File: config.mk
export PLATFORM = sky130hd
export DESIGN_NAME = bubble_data_out
export DESIGN_NICKNAME = d
export VERILOG_FILES = /design/src/rtl/bubble_pkg.sv /design/src/rtl/bdo_event_detect.sv /design/src/rtl/bubble_data_out.sv
export SDC_FILE = /design/constraint.sdc
export NUM_CORES = 1
export LEC_CHECK = 0
export ABC_AREA = 1
export CAP_MARGIN = 20
export CELL_PAD_IN_SITES_DETAIL_PLACEMENT = 1
export CELL_PAD_IN_SITES_GLOBAL_PLACEMENT = 1
export CORE_ASPECT_RATIO = 1.4
export CORE_UTILIZATION = 25
export CTS_BUF_LIST = sky130_fd_sc_hd__clkbuf_4 sky130_fd_sc_hd__clkbuf_8
export DETAILED_ROUTE_END_ITERATION = 10
export PLACE_DENSITY_LB_ADDON = 0.15
export SYNTH_ARGS = -nofsm -noshare
export SYNTH_HDL_FRONTEND = slang
export SYNTH_HIERARCHICAL = 1
export SYNTH_SLANG_ARGS = --single-unit
File: constraint.sdc
create_clock -name MCLK -period 1.3 [get_ports MCLK]
set_input_delay 0.26 -clock MCLK [delete_from_list [all_inputs] [get_ports MCLK]]
set_output_delay 0.26 -clock MCLK [all_outputs]
set_load 0.01 [all_outputs]
File: src/rtl/bubble_pkg.sv
// bubble_pkg: shared encodings for the bubble data output path.
//   - ACCTYPE encodings, the "no cycle" marker, tick phase constants,
//     FSM state type and a 2-bit popcount helper.
package bubble_pkg;

  localparam logic [2:0]  ACC_RST  = 3'b000;
  localparam logic [2:0]  ACC_STBY = 3'b001;
  localparam logic [2:0]  ACC_IDLE = 3'b100;
  localparam logic [2:0]  ACC_BOOT = 3'b110;
  localparam logic [2:0]  ACC_USER = 3'b111;

  localparam logic [12:0] NO_CYCLE = 13'h1FFF;

  localparam logic [1:0]  TICK_FETCH   = 2'd0;
  localparam logic [1:0]  TICK_DRIVE   = 2'd2;
  localparam logic [1:0]  TICK_RELEASE = 2'd3;

  typedef enum logic [2:0] {
    ST_IDLE,
    ST_FETCH,
    ST_LATCH,
    ST_ARMED,
    ST_DRIVE
  } bdo_state_e;

  function automatic logic [1:0] popcnt2(input logic [1:0] v);
    return {1'b0, v[1]} + {1'b0, v[0]};
  endfunction

endpackage

File: src/rtl/bdo_event_detect.sv
// bdo_event_detect: registers {cycle, ticks} every clock and flags a
// one-clock event whenever the new sample differs from the stored one.
//   clk, rst_n  : clock, synchronous active-low reset
//   cyc_i/ticks_i : raw cycle number / tick phase from the timing generator
//   evt_o       : one-clock pulse, aligned with the new registered sample
//   cyc_o/ticks_o : registered cycle number / tick phase
module bdo_event_detect
  import bubble_pkg::*;
(
  input  logic        clk,
  input  logic        rst_n,
  input  logic [12:0] cyc_i,
  input  logic [1:0]  ticks_i,
  output logic        evt_o,
  output logic [12:0] cyc_o,
  output logic [1:0]  ticks_o
);

  logic [12:0] cyc_q, cyc_d;
  logic [1:0]  ticks_q, ticks_d;
  logic        evt_q, evt_d;

  always_comb begin
    cyc_d   = cyc_i;
    ticks_d = ticks_i;
    evt_d   = ({cyc_i, ticks_i} != {cyc_q, ticks_q});
  end

  always_ff @(posedge clk) begin
    if (!rst_n) begin
      cyc_q   <= NO_CYCLE;
      ticks_q <= 2'd0;
      evt_q   <= 1'b0;
    end else begin
      cyc_q   <= cyc_d;
      ticks_q <= ticks_d;
      evt_q   <= evt_d;
    end
  end

  assign evt_o   = evt_q;
  assign cyc_o   = cyc_q;
  assign ticks_o = ticks_q;

endmodule

File: src/rtl/bubble_data_out.sv
// bubble_data_out: fetches the bit pair for each output bubble cycle from
// the buffer RAM and drives the two active-low data lines at tick 2,
// releasing them at tick 3.
//   MCLK, nRST     : clock, synchronous active-low reset
//   ACCTYPE        : access type (BOOT/USER are transfer types)
//   BOUTCYCLENUM   : output cycle number, 13'h1FFF = none
//   BOUTTICKS      : phase within bubble cycle
//   BUFRDEN/ADDR   : one-clock read strobe and address to buffer RAM
//   BUFRDDATA      : read data, valid one clock after the strobe
//   nDOUT0/1       : bubble data lines, active low
//   UNDERRUN       : sticky, drive phase reached without fetched data
//   ONECOUNT       : (only with BDO_ONECOUNT_EN) saturating count of bits
//                    driven low, cleared on entry to BOOT/USER
module bubble_data_out
  import bubble_pkg::*;
(
  input  logic        MCLK,
  input  logic        nRST,
  input  logic [2:0]  ACCTYPE,
  input  logic [12:0] BOUTCYCLENUM,
  input  logic [1:0]  BOUTTICKS,
  output logic        BUFRDEN,
  output logic [12:0] BUFRDADDR,
  input  logic [1:0]  BUFRDDATA,
  output logic        nDOUT0,
  output logic        nDOUT1,
`ifdef BDO_ONECOUNT_EN
  output logic [15:0] ONECOUNT,
`endif
  output logic        UNDERRUN
);

  logic        evt;
  logic [12:0] ev_cyc;
  logic [1:0]  ev_ticks;

  bdo_event_detect u_evt (
    .clk     (MCLK),
    .rst_n   (nRST),
    .cyc_i   (BOUTCYCLENUM),
    .ticks_i (BOUTTICKS),
    .evt_o   (evt),
    .cyc_o   (ev_cyc),
    .ticks_o (ev_ticks)
  );

  // Raw inputs so an abort takes effect on the very next clock.
  logic valid;
  assign valid = ACCTYPE[1] & (BOUTCYCLENUM != NO_CYCLE);

  logic unused_ok;
  assign unused_ok = &{1'b0, ACCTYPE[2], ACCTYPE[0]};

  bdo_state_e  state_q, state_d;
  logic        bufrden_q, bufrden_d;
  logic [12:0] addr_q, addr_d;
  logic [1:0]  shadow_q, shadow_d;
  logic        shadow_ok_q, shadow_ok_d;
  logic [1:0]  ndout_q, ndout_d;
  logic        underrun_q, underrun_d;

  always_comb begin
    state_d     = state_q;
    bufrden_d   = 1'b0;
    addr_d      = addr_q;
    shadow_d    = shadow_q;
    shadow_ok_d = shadow_ok_q;
    ndout_d     = ndout_q;
    underrun_d  = underrun_q;

    if (!valid) begin
      state_d     = ST_IDLE;
      ndout_d     = 2'b11;
      shadow_ok_d = 1'b0;
    end else if (evt && ev_ticks == TICK_FETCH) begin
      // New cycle overrides whatever is in progress. If a strobe is out
      // this clock, defer the new one so strobes never touch.
      state_d     = ST_FETCH;
      addr_d      = ev_cyc;
      ndout_d     = 2'b11;
      shadow_ok_d = 1'b0;
      bufrden_d   = !bufrden_q;
    end else if (evt && ev_ticks == TICK_DRIVE && state_q != ST_ARMED) begin
      // Drive phase arrived before data was ready: the cycle is lost.
      underrun_d  = 1'b1;
      state_d     = ST_IDLE;
      ndout_d     = 2'b11;
      shadow_ok_d = 1'b0;
    end else begin
      case (state_q)
        ST_FETCH: begin
          // bufrden_q low here means the strobe was deferred.
          if (bufrden_q) state_d   = ST_LATCH;
          else           bufrden_d = 1'b1;
        end
        ST_LATCH: begin
          shadow_d    = BUFRDDATA;
          shadow_ok_d = 1'b1;
          state_d     = ST_ARMED;
        end
        ST_ARMED: begin
          if (evt && ev_ticks == TICK_DRIVE && shadow_ok_q) begin
            state_d = ST_DRIVE;
            ndout_d = ~shadow_q;
          end
        end
        ST_DRIVE: begin
          if (evt && ev_ticks == TICK_RELEASE) begin
            state_d     = ST_IDLE;
            ndout_d     = 2'b11;
            shadow_ok_d = 1'b0;
          end
        end
        default: state_d = ST_IDLE;
      endcase
    end
  end

  always_ff @(posedge MCLK) begin
    if (!nRST) begin
      state_q     <= ST_IDLE;
      bufrden_q   <= 1'b0;
      addr_q      <= 13'd0;
      shadow_q    <= 2'b00;
      shadow_ok_q <= 1'b0;
      ndout_q     <= 2'b11;
      underrun_q  <= 1'b0;
    end else begin
      state_q     <= state_d;
      bufrden_q   <= bufrden_d;
      addr_q      <= addr_d;
      shadow_q    <= shadow_d;
      shadow_ok_q <= shadow_ok_d;
      ndout_q     <= ndout_d;
      underrun_q  <= underrun_d;
    end
  end

  assign BUFRDEN   = bufrden_q;
  assign BUFRDADDR = addr_q;
  assign nDOUT0    = ndout_q[0];
  assign nDOUT1    = ndout_q[1];
  assign UNDERRUN  = underrun_q;

`ifdef BDO_ONECOUNT_EN
  logic [2:0]  acc_q, acc_d;
  logic [15:0] onecnt_q, onecnt_d;
  logic [16:0] onesum;
  logic        drive_entry;

  assign drive_entry = (state_q == ST_ARMED) && (state_d == ST_DRIVE);
  assign onesum      = {1'b0, onecnt_q} + {15'd0, popcnt2(shadow_q)};

  always_comb begin
    acc_d    = ACCTYPE;
    onecnt_d = onecnt_q;
    if ((ACCTYPE == ACC_BOOT || ACCTYPE == ACC_USER) && ACCTYPE != acc_q)
      onecnt_d = 16'd0;
    else if (drive_entry)
      onecnt_d = onesum[16] ? 16'hFFFF : onesum[15:0];
  end

  always_ff @(posedge MCLK) begin
    if (!nRST) begin
      acc_q    <= ACC_RST;
      onecnt_q <= 16'd0;
    end else begin
      acc_q    <= acc_d;
      onecnt_q <= onecnt_d;
    end
  end

  assign ONECOUNT = onecnt_q;
`endif

endmodule

==> results of run 1 <==
==> state kept, by name, indices dropped and copies added (netlist names) <==
| name | cells |
|---|---|
| UNDERRUN | 1 |
| shadow_q | 2 |
| BUFRDADDR | 13 |
| u_evt/cyc_o | 13 |
| u_evt/evt_o | 1 |
| u_evt/ticks_o | 2 |
| shadow_ok_q | 1 |
| BUFRDEN | 1 |
| ndout_q | 2 |
| state_q | 3 |
==> what timing repair did <==
action	CTS	global route
buffers inserted	1	1
pin swaps	7	3
hold buffers	0	0
cloned	2	0
gates resized for setup	39	7
setup endpoints to repair	40	22
==> cells in the final DEF, fill, tap and decap left out, drive strengths merged <==
cell type / count
nand3: 19
bufinv: 1
or2: 1
a21boi: 1
a31oi: 1
nor2: 38
dfxtp: 39
o21bai: 1
nand2: 110
buf: 35
dlymetal6s2s: 2
a21oi: 2
dlygate4sd2: 28
inv: 88
clkinv: 1
clkbuf: 6
o21ai: 3
o211ai: 1
clkdlybuf4s50: 6
xnor2: 1
nand4: 17
==> kinds of logic after synthesis <==
kind of cell              synth area share
AOI/OAI and AO/OA                   0.0282
buffers and inverters                0.193
and+or+nand+nor                      0.392
xor gates and xnor gates           0.00429
DFF                                  0.383
==> through the flow <==
step	instances	hold WS, ns	setup WS, ns
final	501	0.343	0.0493
after global routing	501	0.372	-0.0265
after CTS	500	0.401	0.00198
after detailed placement	489	0.470	-0.486
after global placement	489	0.452	-0.436
after floorplan	328	0.329	0.216
==> metal layers <==
metal | GRT usage | vias up
met3 | 0.0251 | 5
li1 | - | 1103
met1 | 0.160 | 924
met4 | 0.0397 | 0
met2 | 0.279 | 24
met5 | 0 | -
==> where the power goes <==
part,switching (mW),leakage (nW),internal [mW],total [mW]
combinational,0.242,1.30,0.215,0.457
clock,0.450,0.0612,0.622,1.07
sequential,0.0400,0.322,1.25,1.29
==> how the worst max path moves through the flow <==
stage	from	endpoint	slack, ns	depth (start not counted)
final	u_evt/ticks_o[0]	BUFRDADDR[12]	0.05	7
after global routing	u_evt/ticks_o[0]	BUFRDADDR[12]	-0.03	7
after CTS	BOUTCYCLENUM[4]	ndout_q[1]	0.002	7
after detailed placement	BOUTCYCLENUM[10]	BUFRDADDR[11]	-0.49	8
after global placement	BOUTCYCLENUM[11]	BUFRDADDR[7]	-0.44	8
after floorplan	BOUTCYCLENUM[11]	BUFRDADDR[12]	0.22	8
==> worst reg2reg max path, stage by stage, from the launching register on <==
cell	delay (ns)
dfxtp_1	0.34
inv_1	0.09
nand2_2	0.07
nor2_4	0.22
buf_4	0.21
nand4_1	0.11
nand2_1	0.10
nor2_2	0.03
==> area by class of cell <==
| type | count | area, sq um |
|---|---|---|
| Clock inverter | 2 | 35.0 |
| Tap cell | 100 | 125 |
| Multi-Input combinational cell | 195 | 935 |
| Inverter | 88 | 330 |
| Sequential cell | 39 | 786 |
| Fill cell | 1040 | 4950 |
| Clock buffer | 6 | 82.6 |
| Timing Repair Buffer | 71 | 597 |
==> summary.txt, run 1 <==
Synthesis
  • Post-Synthesis Net Count: 350
  • Distinct cells, synth: 24
  • EDFF count, synth: 0
  • Synth top area cells: dfxtp_1, nand2_1, inv_1
  • Most numerous cell in the Yosys netlist: nand2_1
  • Synth async-reset ratio: 0
  • Syn Area/Cell: about 6.2 sq um
  • #FFs+latches synth: 39
  • Post-synth top area cell: dfxtp_1
  • Seq/Total Area, Yosys: 0.383
  • Cell area after synthesis: slightly above 0.002 sq mm
  • Synth warn: 6
  • Most frequent cells after synthesis: nand2_1, inv_1, dfxtp_1
  • Post-synth top area share: 0.383
  • Cells after Synth: between 300 and 400
  • Synth Flop Type: dfxtp_1

Drt
  • Met2 wire length: just over 3 mm
  • Top routing layer in use: met4
  • DR DRC count: 0
  • Post-DRT Antenna Nets: 0
  • Met3 wire len: 119 um
  • Drt first pass iters: 4
  • Number of DRC markers in iteration 0: between 50 and 60
  • Vias per Instance: roughly 4.1
  • Vias: 2,056
  • WL per Instance: 11.2 um
  • Metal1 wirelength: 2.38 mm
  • Drt total wl: 5.62 mm

Hold path
  • Worst hold path class: input pin to flip-flop
  • Worst Hold Depth: 4
  • HP Start: BOUTCYCLENUM[3]
  • WHS Endpoint: u_evt/cyc_o[3]

Cells and area
  • Post-route cell area: 0.00289 sq mm
  • Nets@finish: between 400 and 500
  • Fraction of layout instances using a drive strength above 1: 0.162
  • Util after Layout: 0.368
  • Synth-to-layout area growth: 41.6%
  • Diode count: 0

Power
  • VDD IR max: 386 uV
  • Tot Pwr: around 2.8 mW
  • PwrDens: 975 mW/mm^2
  • Leak: 1.69 nW

Worst setup path
  • R2R depth: 7
  • Sequence of cells on the critical path: inv_1, nand2_2, nor2_4, buf_4, nand4_1, nand2_1, nor2_2
  • Worst setup path class: flip-flop to flip-flop
  • Register-to-register setup slack: 0.05 ns
  • Worst setup SP type: flip-flop
  • CP bufs+invs: 2
  • Launch point of the worst reg-to-reg path: u_evt/ticks_o[0]
  • Crit path max-delay family: simple AND/OR/NAND/NOR gates
  • CP Max Fanout: 8
  • Crit path required time: 1.50 ns
  • Worst path arrival time: ~1.5 ns
  • Slowest CP cell: dfxtp_1
  • CP endpoint kind: flip-flop
  • FF-to-FF End: BUFRDADDR[12]
  • Worst path max stage delay: 0.34 ns

GRT
  • Vias in the first global route: 2,070
  • Largest net degree at the start of global routing: 14
  • Antenna violations before repair: 0
  • First-pass GRT wire length: 9.44 mm
  • Grt total ovfl: 0
  • Global-route usage over all layers: 0.144

Clock tree
  • CTS Sinks: 39
  • Clk_lat worst skew: 0.29 ns
  • CTS Buf Count: 5
  • CTS clk-pin slew, worst paths: 0.08 ns
  • CTS max path bufs: 2
  • Clock root buffer master: clkbuf_8
  • H-tree levels: 2
  • CTS tree: yes

Timing
  • Setup Skew: 0.00477 ns
  • Min cycle time layout: around 1.3 ns
  • Final hold viol count: 0
  • Worst slew pin tran: 0.247 ns
  • Fmax: 800 MHz
  • Slew margin rel.: 0.835
  • RSZ-0062 raised after global routing: yes
  • Setup TNS Final: 0 ns
  • Slew Viols, Final: 0
  • Final setup fails: 0
  • Final worst path period share: 0.962

Floorplanning
  • Chip width: 78.4 um
  • Initial Utilization: 0.260
  • Die span in y: 109 um
  • I/O Pins: 39
  • Die area: 0.00853 sq mm
  • Cell Rows: 38
  • Core area: 0.00785 sq mm

Placement
  • Number of I/O port buffers: 36
  • Post-place instance area: 0.00271 sq mm
  • DP HPWL: ~4.5 mm
  • Routability cong.: a little over 0.7

Run status
  • Outcome: finished clean

Flow run
  • Max-capacitance violation count: 0
No activity file was read; power rests on OpenSTA's default activity.
==> run 2: changes to the inputs <==
Settings changed: CORE_MARGIN from default to 8.
==> summary.txt, run 2 (synthesis gave the netlist of run 1 again) <==
Timing
  • Worst slew pin tran: around 0.27 ns
  • Fmax: roughly 840 MHz
  • RSZ-0062 raised after global routing: no
  • Final setup fails: 0
  • Setup Skew: 0.00284 ns
  • Final worst path period share: 0.917
  • Final hold viol count: 0
  • Slew Viols, Final: 0
  • Slew margin rel.: 0.822
  • Hold WS: approximately 0.33 ns
  • Setup TNS Final: 0 ns
  • Min cycle time layout: 1.19 ns

Worst setup path
  • Crit path required time: about 1.5 ns
  • CP endpoint: BUFRDADDR[6]
  • Worst path max stage delay: 0.36 ns
  • Register-to-register setup slack: 0.11 ns
  • CP Max Fanout: 8
  • Worst setup SP type: flip-flop
  • Slowest CP cell: dfxtp_4
  • Launch point of the worst reg-to-reg path: u_evt/ticks_o[0]
  • R2R depth: 7
  • WP depth: 7
  • Worst setup path startpoint: u_evt/ticks_o[0]
  • Crit path max-delay family: simple AND/OR/NAND/NOR gates
  • Worst path arrival time: 1.39 ns
  • Sequence of cells on the critical path: inv_4, nand2_4, nor2_4, buf_6, nand4_1, nand2_1, nor2_1
  • FF-to-FF End: BUFRDADDR[6]
  • CP bufs+invs: 2
  • CP endpoint kind: flip-flop
  • Worst setup path class: flip-flop to flip-flop

Floorplanning
  • Initial Utilization: 0.253
  • Chip width: approximately 92 um
  • Cell Rows: 39
  • Die span in y: approximately 120 um
  • Die area: 0.0114 sq mm
  • Core area: slightly above 0.008 sq mm
  • I/O Pins: 39

Power
  • Tot Pwr: 2.71 mW
  • PwrDens: 916 mW/mm^2
  • VDD IR max: approximately 390 uV
  • Leak: ~1.8 nW

Drt
  • Vias per Instance: 4.12
  • WL per Instance: 11.4 um
  • Drt total wl: 5.76 mm
  • DR DRC count: 0
  • Post-DRT Antenna Nets: 0
  • Number of DRC markers in iteration 0: 45
  • Vias: 2,075
  • Drt first pass iters: 4

GRT
  • Vias in the first global route: approximately 2,100
  • Grt total ovfl: 0
  • First-pass GRT wire length: 9.83 mm
  • Largest net degree at the start of global routing: 12
  • Antenna violations before repair: 0
  • Global-route usage over all layers: 0.109

Cells and area
  • Nets@finish: approximately 420
  • Diode count: 0
  • Most frequent cells in the layout: nand2_1, inv_1, dfxtp_1
  • Synth-to-layout area growth: 44.9%
  • Most common cell after layout, fill and taps aside: nand2_1
  • FILL cells: roughly 1,100
  • Post-route cell area: 0.00296 sq mm
  • Fraction of layout instances using a drive strength above 1: 0.184

Clock tree
  • Clock root buffer master: clkbuf_8
  • CTS clk-pin slew, worst paths: 0.08 ns
  • CTS tree: yes
  • CTS Buf Count: 5
  • CTS Sinks: 39
  • Cts hold-fix bufs: 0
  • Clk_lat worst skew: between 0.2 and 0.3 ns
  • H-tree levels: 2
  • CTS max path bufs: 2

Placement
  • Number of I/O port buffers: 36
  • Post-place instance area: 0.00273 sq mm
  • Routability cong.: between 0.7 and 0.8
  • DP HPWL: 4.56 mm

Hold path
  • Worst hold path class: input pin to flip-flop

Run status
  • Outcome: finished clean

Flow run
  • Max-capacitance violation count: 0
## run 2: cell count changes in the layout (fill, tap and decap cells not counted), moves of 2 or more
| cell | previous run | this run |
|---|---|---|
| nor2_4 | 3 | 5 |
| buf_6 | 1 | 3 |
| dlygate4sd2_1 | 28 | 21 |
| dlymetal6s2s_1 | 2 | 9 |
| dfxtp_1 | 37 | 34 |
| nand2_2 | 5 | 7 |
| nand2_1 | 105 | 102 |
| dfxtp_2 | 1 | 4 |
| buf_4 | 34 | 32 |
## run 2: stage by stage
step / instances / worst slack, ns / utilization
final: 504 / 0.108 / 0.367
after global placement: 491 / -0.407 / 0.339
after CTS: 504 / 0.00271 / 0.358
after global routing: 504 / 0.0103 / 0.367
after detailed placement: 491 / -0.441 / 0.339
after floorplan: 328 / 0.216 / -
## run 2: area by class of cell
class | instances | area (sq um) | area share
Sequential cell | 39 | 790 | 0.267
Timing Repair Buffer | 72 | 651 | 0.220
Clock buffer | 8 | 104 | 0.0351
Tap cell | 102 | 128 | 0.0432
Multi-Input combinational cell | 195 | 952 | 0.322
Inverter | 88 | 333 | 0.113
## run 2: worst min path at each step
| stage | end | startpoint | slack (ns) | depth (start not counted) |
|---|---|---|---|---|
| after floorplan | u_evt/cyc_o[11] | nRST | 0.33 | 1 |
| after global placement | UNDERRUN | UNDERRUN | 0.46 | 2 |
| after detailed placement | UNDERRUN | UNDERRUN | 0.46 | 2 |
| after CTS | u_evt/cyc_o[6] | BOUTCYCLENUM[6] | 0.44 | 4 |
| after global routing | u_evt/cyc_o[3] | BOUTCYCLENUM[3] | 0.35 | 4 |
| final | u_evt/cyc_o[3] | BOUTCYCLENUM[3] | 0.33 | 4 |
## run 2: what timing repair did
item                       in CTS  in global routing
cloned                          2                  0
pin swaps                       5                  9
gates resized for setup        30                 29
setup buffers                   3                  0
setup endpoints to repair      38                 24
## run 2: worst reg2reg max path, stage by stage, from the launching register on
cell	delay [ns]
dfxtp_4	0.36
inv_4	0.06
nand2_4	0.05
nor2_4	0.25
buf_6	0.17
nand4_1	0.09
nand2_1	0.08
nor2_1	0.04
## run 2: per-layer routing
layer  GRT usage  share of wire
met1       0.117           0.41
met3      0.0255          0.040
met2       0.200           0.53
met5           0              0
met4      0.0425          0.015
## run 2: where the power goes
group	switching (mW)	total (mW)	internal, mW	leakage, nW
clock network	0.435	0.941	0.506	0.0549
logic	0.247	0.478	0.230	1.37
registers	0.0404	1.29	1.25	0.323
